[src/rtl/mddr_phy_io.sv]
// mddr_phy_io: pad sequencer for DDR-style write/read bursts with a fixed bus turnaround after each burst.
// Define MDDR_PHY_IO_DQS_CHECK_EN to build the read-strobe parity check that drives rd_err_o.
module mddr_phy_io #(
   parameter int DQ_W      = 16,
   parameter int BURST_LEN = 4,
   parameter int CAS_LAT   = 3,
   parameter int TURN_CYC  = 2
) (
   input  logic                  clk_i,
   input  logic                  rst_i,
   input  logic                  cmd_valid_i,
   output logic                  cmd_ready_o,
   input  logic                  cmd_wr_i,
   input  logic [DQ_W-1:0]       wr_data_i,
   input  logic [DQ_W/8-1:0]     wr_mask_i,
   output logic                  wr_data_req_o,
   output logic [DQ_W-1:0]       rd_data_o,
   output logic                  rd_valid_o,
   output logic [DQ_W-1:0]       dq_o,
   input  logic [DQ_W-1:0]       dq_i,
   output logic                  dq_oe_o,
   output logic [DQ_W/8-1:0]     dm_o,
   output logic [DQ_W/8-1:0]     dqs_o,
   input  logic [DQ_W/8-1:0]     dqs_i,
   output logic                  dqs_oe_o,
   output logic                  rd_err_o
);

   localparam int LANES   = DQ_W / 8;
   localparam int MAX_BT  = (BURST_LEN > TURN_CYC) ? BURST_LEN : TURN_CYC;
   localparam int CNT_MAX = (MAX_BT > CAS_LAT) ? MAX_BT : CAS_LAT;
   localparam int CNT_W   = $clog2(CNT_MAX + 1);

   typedef enum logic [2:0] {
      IDLE  = 3'd0,
      WPRE  = 3'd1,
      WDATA = 3'd2,
      WPOST = 3'd3,
      RWAIT = 3'd4,
      RDATA = 3'd5,
      TURN  = 3'd6
   } state_t;

   state_t             state_q;
   logic [CNT_W-1:0]   cnt_q;
   logic               ready_q;
   logic               oe_q;
   logic [LANES-1:0]   dqs_q;
   logic               rd_vld_q;
   logic [DQ_W-1:0]    rd_data_q;

   // One counter serves every timed state; it restarts from 0 on each state entry.
   always_ff @(posedge clk_i) begin
      if (rst_i) begin
         state_q   <= IDLE;
         cnt_q     <= '0;
         ready_q   <= 1'b1;
         oe_q      <= 1'b0;
         dqs_q     <= '0;
         rd_vld_q  <= 1'b0;
         rd_data_q <= '0;
      end else begin
         rd_vld_q <= 1'b0;
         case (state_q)
            IDLE: begin
               if (cmd_valid_i) begin
                  cnt_q   <= '0;
                  ready_q <= 1'b0;
                  if (cmd_wr_i) begin
                     state_q <= WPRE;
                     oe_q    <= 1'b1;
                     dqs_q   <= '0;
                  end else begin
                     state_q <= RWAIT;
                  end
               end
            end
            WPRE: begin
               state_q <= WDATA;
               cnt_q   <= '0;
               dqs_q   <= '1;
            end
            WDATA: begin
               if (cnt_q == CNT_W'(BURST_LEN - 1)) begin
                  state_q <= WPOST;
                  dqs_q   <= '0;
               end else begin
                  cnt_q <= cnt_q + 1'b1;
                  // Next beat index is cnt_q+1: even (strobe high) exactly when cnt_q is odd.
                  dqs_q <= {LANES{cnt_q[0]}};
               end
            end
            WPOST: begin
               state_q <= TURN;
               cnt_q   <= '0;
               oe_q    <= 1'b0;
            end
            RWAIT: begin
               if (cnt_q == CNT_W'(CAS_LAT - 2)) begin
                  state_q <= RDATA;
                  cnt_q   <= '0;
               end else begin
                  cnt_q <= cnt_q + 1'b1;
               end
            end
            RDATA: begin
               rd_data_q <= dq_i;
               rd_vld_q  <= 1'b1;
               if (cnt_q == CNT_W'(BURST_LEN - 1)) begin
                  state_q <= TURN;
                  cnt_q   <= '0;
               end else begin
                  cnt_q <= cnt_q + 1'b1;
               end
            end
            TURN: begin
               if (cnt_q == CNT_W'(TURN_CYC - 1)) begin
                  state_q <= IDLE;
                  ready_q <= 1'b1;
                  cnt_q   <= '0;
               end else begin
                  cnt_q <= cnt_q + 1'b1;
               end
            end
            default: begin
               state_q <= IDLE;
               ready_q <= 1'b1;
               oe_q    <= 1'b0;
               dqs_q   <= '0;
               cnt_q   <= '0;
            end
         endcase
      end
   end

   logic wdata_act;
   assign wdata_act = (state_q == WDATA);

   assign cmd_ready_o   = ready_q;
   assign wr_data_req_o = wdata_act;
   assign dq_o          = wdata_act ? wr_data_i : '0;
   assign dm_o          = wdata_act ? wr_mask_i : '0;
   assign dq_oe_o       = oe_q;
   assign dqs_oe_o      = oe_q;
   assign dqs_o         = dqs_q;
   assign rd_valid_o    = rd_vld_q;
   assign rd_data_o     = rd_data_q;

`ifdef MDDR_PHY_IO_DQS_CHECK_EN
   logic err_q;
   logic err_d;
   logic rd_accept;
   logic dqs_bad;

   // Expected read strobe is high on even beats; every lane is checked independently.
   always_comb begin
      rd_accept = (state_q == IDLE) && cmd_valid_i && !cmd_wr_i;
      dqs_bad   = (state_q == RDATA) && (dqs_i != {LANES{~cnt_q[0]}});
      err_d     = err_q;
      if (rd_accept) begin
         err_d = 1'b0;
      end else if (dqs_bad) begin
         err_d = 1'b1;
      end
   end

   always_ff @(posedge clk_i) begin
      if (rst_i) begin
         err_q <= 1'b0;
      end else begin
         err_q <= err_d;
      end
   end

   assign rd_err_o = err_q;
`else
   logic dqs_unused;
   assign dqs_unused = ^dqs_i;
   assign rd_err_o   = 1'b0;
`endif

endmodule

[config.mk]
export PLATFORM = sky130hd
export DESIGN_NAME = mddr_phy_io
export DESIGN_NICKNAME = d
export VERILOG_FILES = /design/src/rtl/mddr_phy_io.sv
export SDC_FILE = /design/constraint.sdc
export NUM_CORES = 1
export LEC_CHECK = 0
export BUFFER_PORTS_ARGS = -buffer_cell sky130_fd_sc_hd__buf_4
export CORE_MARGIN = 1.5
export CORE_UTILIZATION = 42
export DETAILED_ROUTE_END_ITERATION = 10
export PLACE_DENSITY_LB_ADDON = 0.2
export SYNTH_ARGS = -nofsm -noshare
export SYNTH_HDL_FRONTEND = slang
export SYNTH_SLANG_ARGS = --single-unit
export TNS_END_PERCENT = 10
[constraint.sdc]
create_clock -name clk_i -period 2.21 [get_ports clk_i]
set_input_delay 0.3315 -clock clk_i [delete_from_list [all_inputs] [get_ports clk_i]]
set_output_delay 0.3315 -clock clk_i [all_outputs]
set_load 0.005 [all_outputs]
==> Word-level counts from Yosys, hierarchy flattened <==
Cells that the tools add are included.
{ "totals": {"register_bits": 27, "out_inout_bits": 42} }
{ "op_classes": {"n_reduce_logical": 10, "add_sub_neg": 1, "bitwise": 3, "eq_ne": 15, "muxes": 25} }
{ "ops": {"columns": ["operator", "n"], "rows": [
  ["$mux W3", 10],
  ["$pmux W3 S7", 1],
  ["$mux W16", 1],
  ["$ne A2 B2 Y1 const B", 6],
  ["$pmux W3 S4", 1],
  ["$reduce_or A5 Y1", 2],
  ["$eq A3 B2 Y1 const B", 3],
  ["$eq A3 B3 Y1 const B", 3],
  ["$reduce_and A3 Y1", 3],
  ["$mux W2", 4],
  ["$pmux W2 S4", 1],
  ["$eq A3 B1 Y1 const B", 2],
  ["$mux W1", 5],
  ["$reduce_and A5 Y1", 1],
  ["$reduce_or A4 Y1", 1],
  ["$add A3 B1 Y3 const B", 1],
  ["$logic_not A3 Y1", 1],
  ["$not A1 Y1", 3],
  ["$pmux W1 S3", 1],
  ["$ne A2 B1 Y1 const B", 1],
  ["$pmux W1 S2", 1],
  ["$reduce_and A2 Y1", 1],
  ["$reduce_or A2 Y1", 1]
]} }

==> Depth between registers and ports, before layout <==
Gate-level depths: netlist of the first run.
{ "logic_depth": {"ltp_word": 4, "mapped_depth": 6, "mapped_depth_nobuf": 6} }

==> Worst setup path before layout of the first run <==
Ideal clock, no wire load.
{ "synth_timing": {"path_type": "register -> register", "from": "register cnt_q[0]", "to": "register state_q[0]", "slack_ns": 0.395, "n_path_buf": 0, "arrival_ns": 1.719, "path_stages_with_launch": 7, "setup_time_ns": 0.095, "t_required_ns": 2.115, "period_less_slack_ns": 1.815, "cell_sequence": "dfxtp_1 ha_1 ha_1 nor2b_1 a22o_1 or4b_1 a221oi_1"} }
{ "synth_via": {"elab_chain_cells": 3, "elab_cells_between_ends": 7} }
{ "synth_rtl": {"columns": ["item", "line_no", "text"], "rows": [
  ["start, declared", "45", "logic [CNT_W-1:0] cnt_q;"],
  ["start signal, assigned", "88", "cnt_q <= cnt_q + 1'b1;"],
  ["start signal, assigned", "103", "cnt_q <= cnt_q + 1'b1;"],
  ["start signal, assigned", "113", "cnt_q <= cnt_q + 1'b1;"],
  ["$eq A3 B2 Y1 / $eq A3 B1 Y1 (equally long branches)", null, null],
  ["$ne A2 B2 Y1 (no source line) / $ne A2 B1 Y1 (equally long branches)", null, null],
  ["$reduce_and A5 Y1 (no source line) *", null, null],
  ["end signal, assigned", "85", "state_q <= WPOST;"],
  ["end signal, assigned", "110", "state_q <= TURN;"],
  ["end signal, assigned", "118", "state_q <= IDLE;"],
  ["end, declared", "44", "state_t state_q;"]
]} }
Mark *: on every way between the ends. The rest lies on a longest branch, timed or not.
A chain may end at the register's enable or synchronous reset.

==> Worst setup path in the final report of the first run <==
Ends and elaborated chain as after synthesis.

==> qor.yml, run 1 <==
outcome:
  outcome: "finished, final reports clean"
floorplanning:
  die_width_um: 59.5
  start_util_pct: 43.9
  core_sq_um: 3050
  io_pins: 82
  rows: 20
  dieHeight_um: 59.5
  die_area_sq_um: 3540
detailed_routing:
  dr.pass1.iters: 4
  drt_iter0_markers: 51
  route.detailed.drc: 0
  finalWirelength_um: 3370
  ant_nets: 0
  route.met2.wl_um: 1540
  wire_per_inst_um: 11.6
  routed.top_layer: "met4"
  met1_length_um: 1530
  drt-vias-per-instance: 5.00
  vias: 1456
  wl_met3_um: 281
timing:
  fin_tns_setup_ns: 0
  drv_slew: 0
  period_needed_ns: 2.02
  skew_ns: 0.00332
  setup_viol: 0
  timing.fmax_ghz: 0.495
  worst_slew_pin_slew_ns: 1.09
  rsz0062_at_grt: "no"
  hold_viol: 0
  slew-limit-headroom_pct: 27.2
  min_period_over_period_pct: 91.4
critical_path:
  r2r_slack_ns: 0.19
  arrival_ns: 2.26
  r2r-end: "state_q[0]"
  cp-start-kind: "flop"
  worstPathRequired_ns: 2.45
  timing.rr.start: "cnt_q[0]"
  worst-r2r-cell-count: 6
  crit_fanout: 5
  endpoint_kind: "flop"
  worstSetupPathType: "reg -> reg"
global_route:
  grt_pass1_wl_um: 5090
  grt_pass1_vias: 1197
  antenna_found_initial: 0
  grt_usage_pct: 18.3
  grt_max_degree: 29
  grt_remaining_overflow: 0
synth:
  synth_edf_count: 0
  avgSynthCellArea_sq_um: 7.61
  yosysTopAreaCell: "dfxtp_1"
  synth_top_area_share_pct: 38.9
  yosysSeqAreaShare_pct: 38.9
  syn_nets: 221
  ys_seq_elements: 26
  syn-cell-area_sq_um: 1340
  synth_most_common_cell: "nand2_1"
  synthTopCellsByArea: "dfxtp_1 (39%), nand2_1 (11%), and3_1 (8.4%), a21oi_1 (8.2%), ha_1 (4.7%)"
  synth_cell_types: 34
  ys.flop_type: "dfxtp_1"
  ys_warn_count: 0
  ys_top_cells_by_count: "nand2_1 (38), dfxtp_1 (26), a21oi_1 (22)"
  syn_inst: 176
  synthArstFlopShare_pct: 0
placed_design:
  dpl-instance-area_sq_um: 1940
  gp_congestion: 0.834
  port_buffers: 78
  dpl.hpwl_um: 2510
cells_and_area:
  finish.instance_area_sq_um: 1990
  syn2layout_area_growth_pct: 48.7
  drive_gt1_share_pct: 36.0
  antenna_cells: 0
  fin_nets: 293
clock_tree:
  post_cts_buffers: 0
  cts_tree: "done"
  ctsHtreeMaxLevel: 1
  clock_sinks: 26
  clk_latency_ns: 0.31
  holdBufCountCts: 0
  cts_root_buf: "clkbuf_4"
  cts-buffers-inserted: 3
  cts_resized: 0
  cts_buffer_depth: 2
  path_clk_slew_ns: 0.14
worst_hold_path:
  hold_path_end: "rd_data_o[3]"
  worst_hold_startpoint: "dq_i[3]"
  min_path_cells: 3
  hold_class: "in -> reg"
power_and_ir_drop:
  total_power_mw: 1.83
  peakVddDrop_v: 0.000586
  leakage_nw: 0.958
  power_density_nw_per_um2: 920
run:
  max_cap_viol_count: 0
## logic make-up (layout without fill, tap and decap cells)
family | Yosys count | in the layout | synth area share (%)
buf+inv | 22 | 93 | 7.57
other cells | 1 | 1 | 0.280
fa+ha+maj | 5 | 5 | 4.67
flops | 26 | 26 | 38.9
compound gates | 42 | 42 | 19.5
simple gates | 80 | 80 | 29.1
## how the worst max path moves through the flow
stage	from	end	slack [ns]	depth (start not counted)
final	cnt_q[0]	state_q[0]	0.19	6
after global routing	cnt_q[0]	state_q[0]	0.06	6
after CTS	cnt_q[0]	state_q[0]	0.20	6
after detailed placement	cnt_q[0]	state_q[0]	0.23	6
after global placement	cnt_q[0]	state_q[0]	0.26	6
after floorplan	cnt_q[0]	state_q[0]	0.40	6
## cell usage in the layout (no fill, tap or decap), types with 2 or more instances in the layout
cell and instances:
nand2b_1 3, clkbuf_4 3, nand3_1 2, a211oi_1 2, ha_1 5, and3_1 18
nor2b_1 4, a31oi_1 2, buf_4 83, o211ai_1 2, inv_1 6, nand2_1 38
a21oi_1 22, o31ai_1 2, dfxtp_1 26, nor2_1 9, o21ai_0 3
## state kept, by name (all words and copies together), names as in the netlist
name / flops
dq_oe_o: 1
rd_valid_o: 1
dqs_o: 1
rd_data_o: 16
cmd_ready_o: 1
cnt_q: 3
state_q: 3
## routing by layer
layer  vias up  track usage (%)
li1        745                -
met1       648             23.2
met2        61             30.6
met3         2             4.59
met4         0             4.87
met5         -                0
## power breakdown
part	switching (mW)	internal (mW)	total [mW]
Combinational	0.433	0.446	0.880
Sequential	0.0788	0.549	0.628
Clock	0.140	0.183	0.323
Total	0.652	1.18	1.83
## stage by stage
step	utilization (%)	setup WS (ns)	hold slack, ns	instances
after detailed placement	63.5	0.235	0.447	287
after global routing	65.2	0.0642	0.222	291
after CTS	65.2	0.198	0.229	291
after global placement	63.5	0.256	0.443	287
after floorplan	-	0.395	0.452	176
final	65.2	0.191	0.242	291
## area by class of cell
cell class,instances,area (sq um)
fill,305,1060
multi-input combinational,128,717
timing repair buffer,83,623
sequential,26,520
tap,44,55.1
clock inverter,1,30.0
clock buffer,3,22.5
inverter,6,22.5
## critical path, cell delays in order, from the launching register on
cell and delay, ns:
dfxtp_1 0.43, ha_1 0.19, ha_1 0.23, nor2b_1 0.11, a22o_1 0.27, or4b_1 0.48
a221oi_1 0.23
No activity file was read; power rests on OpenSTA's default activity.
==> run 2: changes to the inputs <==
--- a/config.mk
+++ b/config.mk
@@ -10,6 +10,7 @@
 export CORE_UTILIZATION = 42
 export DETAILED_ROUTE_END_ITERATION = 10
 export PLACE_DENSITY_LB_ADDON = 0.2
+export SETUP_SLACK_MARGIN = 0.3
 export SYNTH_ARGS = -nofsm -noshare
 export SYNTH_HDL_FRONTEND = slang
 export SYNTH_SLANG_ARGS = --single-unit
==> qor.yml, run 2 (synthesis results as in run 1) <==
run:
  max_cap_viol_count: 0
clock_tree:
  path_clk_slew_ns: 0.14
  holdBufCountCts: 0
  cts_root_buf: "clkbuf_4"
  cts_buffer_depth: 2
  clock_sinks: 26
  cts_tree: "done"
  cts-buffers-inserted: 3
  clk_latency_ns: 0.31
  ctsHtreeMaxLevel: 1
critical_path:
  critical_path.max_stage_delay_ns: 0.49
  endpoint_kind: "flop"
  worstPathRequired_ns: 2.46
  arrival_ns: 2.04
  crit_fanout: 5
  cp-start-kind: "flop"
  crit_chain: "ha_4 -> ha_4 -> nor2b_1 -> a22o_1 -> or4b_1 -> a221oi_2"
  slowest_stage: "or4b_1"
  crit_top_cell: "ha_4"
  worstSetupPathType: "reg -> reg"
floorplanning:
  io_pins: 82
  start_util_pct: 43.9
  rows: 20
  core_sq_um: 3050
  die_width_um: 59.5
  die_area_sq_um: 3540
  dieHeight_um: 59.5
cells_and_area:
  syn2layout_area_growth_pct: 52.4
  layout_commonest_cell: "buf_4"
  fin_nets: 294
  instances_no_fill: 292
  antenna_cells: 0
  fillers: 300
  regArea_sq_um: 526
  drive_gt1_share_pct: 38.7
  multiInputGateArea_sq_um: 751
  layout_common_cells: "buf_4 (83), nand2_1 (38), dfxtp_1 (24), a21oi_1 (22), and3_1 (18)"
  largest_reg_flops: 16
detailed_routing:
  vias: 1458
  route.detailed.drc: 0
  ant_nets: 0
  finalWirelength_um: 3400
  drt_iter0_markers: 55
  drt-vias-per-instance: 4.99
  wire_per_inst_um: 11.6
  dr.pass1.iters: 4
global_route:
  grt_pass1_vias: 1197
  antenna_found_initial: 0
  grt_pass1_wl_um: 5090
  grt_usage_pct: 18.3
  grt_max_degree: 29
  grt_remaining_overflow: 0
power_and_ir_drop:
  leakage_nw: 0.965
  peakVddDrop_v: 0.000568
  power_density_nw_per_um2: 922
timing:
  timing.fmax_ghz: 0.556
  slew-limit-headroom_pct: 55.9
  drv_slew: 0
  skew_ns: 0.00173
  min_period_over_period_pct: 81.4
  period_needed_ns: 1.80
  rsz0062_at_grt: "yes"
  fin_tns_setup_ns: 0
  hold_viol: 0
  worst_slew_pin_slew_ns: 0.662
  fin_ws_ns: 0.411
  hold_ws_ns: 0.243
  setup_viol: 0
worst_hold_path:
  hold_class: "in -> reg"
outcome:
  outcome: "finished, final reports clean"
placed_design:
  port_buffers: 78
  dpl.hpwl_um: 2510
  dpl.cell_count: 287
  place_ws_ns: 0.235
  gp_congestion: 0.834
-- run 2: cell count changes in the layout (fill, tap and decap cells not counted) --
| cell | previous run | this run |
|---|---|---|
| nor2_1 | 9 | 8 |
| dfxtp_2 | 0 | 1 |
| dfxtp_4 | 0 | 1 |
| ha_1 | 5 | 3 |
| buf_6 | 0 | 1 |
| a221oi_2 | 0 | 1 |
| ha_4 | 0 | 2 |
| dfxtp_1 | 26 | 24 |
| nor2_2 | 0 | 1 |
| a221oi_1 | 1 | 0 |
-- run 2: timing repair --
item / CTS / global route
pin swaps: 0 / 0
gates resized for setup: 3 / 7
buffers inserted: 0 / 1
endpoints found under the setup margin: 7 / 9
-- run 2: worst paths after layout --
path	from	end	slack [ns]	cells after the start
worst max register to register	cnt_q[0]	state_q[0]	0.41	6
worst max-delay path	cnt_q[0]	state_q[0]	0.41	6
worst min-delay path	dq_i[4]	rd_data_o[4]	0.24	3
worst min register to register	rd_data_o[6]	rd_data_o[6]	0.46	2
-- run 2: final cells by class --
cell class / count / area share (%)
Multi-Input combinational cell: 128 / 36.8
Timing Repair Buffer: 84 / 31.1
Sequential cell: 26 / 25.8
Tap cell: 44 / 2.70
Clock inverter: 1 / 1.47
Clock buffer: 3 / 1.10
Inverter: 6 / 1.10
-- run 2: per-stage QoR --
step / power (mW) / instance area, sq um / utilization (%)
detailed placement: 1.52 / 1940 / 63.5
floorplan: 1.19 / 1340 / -
finish: 1.88 / 2040 / 66.8
global route: 2.03 / 2040 / 66.8
global placement: 1.51 / 1940 / 63.5
CTS: 1.85 / 2000 / 65.4
-- run 2: layer usage --
| layer | vias up | track usage [%] | share of wire (%) |
|---|---|---|---|
| met5 | - | 0 | 0 |
| met4 | 0 | 5.19 | 0.71 |
| met3 | 4 | 4.59 | 8.7 |
| met2 | 65 | 30.0 | 45 |
| met1 | 641 | 23.6 | 45 |
| li1 | 748 | - | - |
-- run 2: critical path: cells and delay by family (launching register included) --
family,cells,cell delay (ns)
AND/OR/NAND/NOR,2,0.56
adder cells (fa/ha/maj),2,0.29
AO/OA/AOI/OAI,2,0.47
flip-flops,1,0.40
-- run 2: where the power goes --
group | internal [mW] | total (mW) | switching (mW)
logic | 0.470 | 0.919 | 0.449
clock network | 0.183 | 0.324 | 0.140
registers | 0.556 | 0.640 | 0.0839
total | 1.21 | 1.88 | 0.673
==> run 3: changes to the inputs <==
--- a/config.mk
+++ b/config.mk
@@ -7,7 +7,7 @@
 export LEC_CHECK = 0
 export BUFFER_PORTS_ARGS = -buffer_cell sky130_fd_sc_hd__buf_4
 export CORE_MARGIN = 1.5
-export CORE_UTILIZATION = 42
+export CORE_UTILIZATION = 38
 export DETAILED_ROUTE_END_ITERATION = 10
 export PLACE_DENSITY_LB_ADDON = 0.2
 export SETUP_SLACK_MARGIN = 0.3
==> constraint.sdc (replaced) <==
create_clock -name clk_i -period 1.5 [get_ports clk_i]
set_input_delay 0.225 -clock clk_i [delete_from_list [all_inputs] [get_ports clk_i]]
set_output_delay 0.225 -clock clk_i [all_outputs]
set_load 0.005 [all_outputs]
==> qor.yml, run 3 (synthesis results as in run 1) <==
outcome:
  outcome: "finished, violations left"
  violations: "setup timing"
floorplanning:
  dieHeight_um: 62.4
  rows: 21
  io_pins: 82
  die_area_sq_um: 3890
  start_util_pct: 39.8
  core_sq_um: 3360
  die_width_um: 62.4
clock_tree:
  clk_latency_ns: 0.32
  cts_tree: "done"
  holdBufCountCts: 0
  ctsHtreeMaxLevel: 1
  cts_buffer_depth: 2
  cts_root_buf: "clkbuf_4"
  clock_sinks: 26
  path_clk_slew_ns: 0.15
  post_cts_buffers: 0
  cts-buffers-inserted: 3
cells_and_area:
  fin_nets: 307
  antenna_cells: 0
  drive_gt1_share_pct: 43.7
  syn2layout_area_growth_pct: 62.6
  fillers: 318
  utilization_pct: 64.7
  layout_commonest_cell: "buf_4"
  largest_reg_flops: 16
  layout_common_cells: "buf_4 (96), nand2_1 (38), dfxtp_1 (24), a21oi_1 (22), and3_1 (18)"
critical_path:
  critical_path.max_stage_delay_ns: 0.49
  worstSetupPathType: "reg -> reg"
  arrival_ns: 1.95
  crit_top_cell: "ha_4"
  crit_fanout: 3
  worstPathRequired_ns: 1.74
  cp-start-kind: "flop"
  critical_path.startpoint: "cnt_q[0]"
  cp_num_buf_inv: 0
  slowest_stage: "or4b_4"
  cp_top_family: "simple AND/OR/NAND/NOR gates"
  crit_chain: "ha_4 -> ha_4 -> nor2b_2 -> a22o_1 -> or4b_4 -> a221oi_2"
  endpoint_kind: "flop"
  timing.rr.start: "cnt_q[0]"
power_and_ir_drop:
  peakVddDrop_v: 0.000866
  leakage_nw: 1.04
  power_density_nw_per_um2: 1390
timing:
  setup_viol: 21
  drv_slew: 0
  timing.fmax_ghz: 0.586
  skew_ns: 0.00918
  fin_ws_ns: -0.207
  min_period_over_period_pct: 114
  rsz0062_at_grt: "yes"
  hold_viol: 0
  period_needed_ns: 1.71
detailed_routing:
  finalWirelength_um: 3650
  dr.pass1.iters: 6
  ant_nets: 0
  vias: 1528
  drt_iter0_markers: 41
  wire_per_inst_um: 11.9
  route.detailed.drc: 0
  drt-vias-per-instance: 4.98
global_route:
  grt_pass1_vias: 1376
  grt_usage_pct: 18.2
  grt_max_degree: 29
  antenna_found_initial: 0
  grt_pass1_wl_um: 5990
  grt_remaining_overflow: 0
worst_hold_path:
  hold_class: "in -> reg"
  worst_hold_startpoint: "dq_i[3]"
placed_design:
  gp_congestion: 0.952
  port_buffers: 78
  dpl.hpwl_um: 2690
  place_ws_ns: -0.197
run:
  max_cap_viol_count: 0
run 3: changes by cell type in the layout (fill, tap and decap cells not counted), sizes merged:
cell    before  now
buf         84   97
bufinv       1    0
clkbuf       3    4
run 3: tightest hold or removal path: stages:
cell     delay (ns)
buf_4          0.11
nand2_1        0.04
a21oi_1        0.05
run 3: report_power, final:
group	total (mW)	internal (mW)	switching [mW]
Sequential	0.930	0.819	0.111
Clock	0.414	0.204	0.211
Combinational	1.68	0.895	0.787
run 3: routing by layer:
layer	routed length (um)	track usage, %	share of wire (%)	vias up
li1	-	-	-	770
met1	1590	22.2	43	689
met2	1710	33.0	47	67
met3	338	4.71	9.3	2
met4	12	2.50	0.33	0
met5	0	0	0	-
run 3: per-stage QoR:
| step | std cells | TNS [ns] | instance area (sq um) | hold slack [ns] | power (mW) |
|---|---|---|---|---|---|
| global route | 307 | -4.45 | 2180 | 0.121 | 3.24 |
| finish | 307 | -1.89 | 2180 | 0.126 | 3.03 |
| CTS | 307 | -2.25 | 2170 | 0.116 | 3.00 |
| detailed placement | 303 | -0.285 | 2080 | 0.447 | 2.45 |
| global placement | 303 | -0.169 | 2080 | 0.443 | 2.44 |
| floorplan | 176 | -0.167 | 1370 | 0.361 | 1.77 |
run 3: final timing paths:
kind,endpoint,slack [ns],depth (start not counted)
min reg2reg,rd_data_o[3],0.46,2
min,rd_data_o[3],0.13,3
max reg2reg,state_q[0],-0.21,6
max,state_q[0],-0.21,6
run 3: what timing repair did:
item                       CTS  global route
pin swaps                    2             2
gates resized for setup      7             2
setup endpoints to repair   44            45
run 3: area by class of cell:
class	count	area [sq um]	area share, %
multi-input combinational	128	792	36.4
inverter	6	22.5	1.03
clock buffer	4	47.5	2.18
tap	46	57.6	2.64
sequential	26	526	24.1
timing repair buffer	97	732	33.6
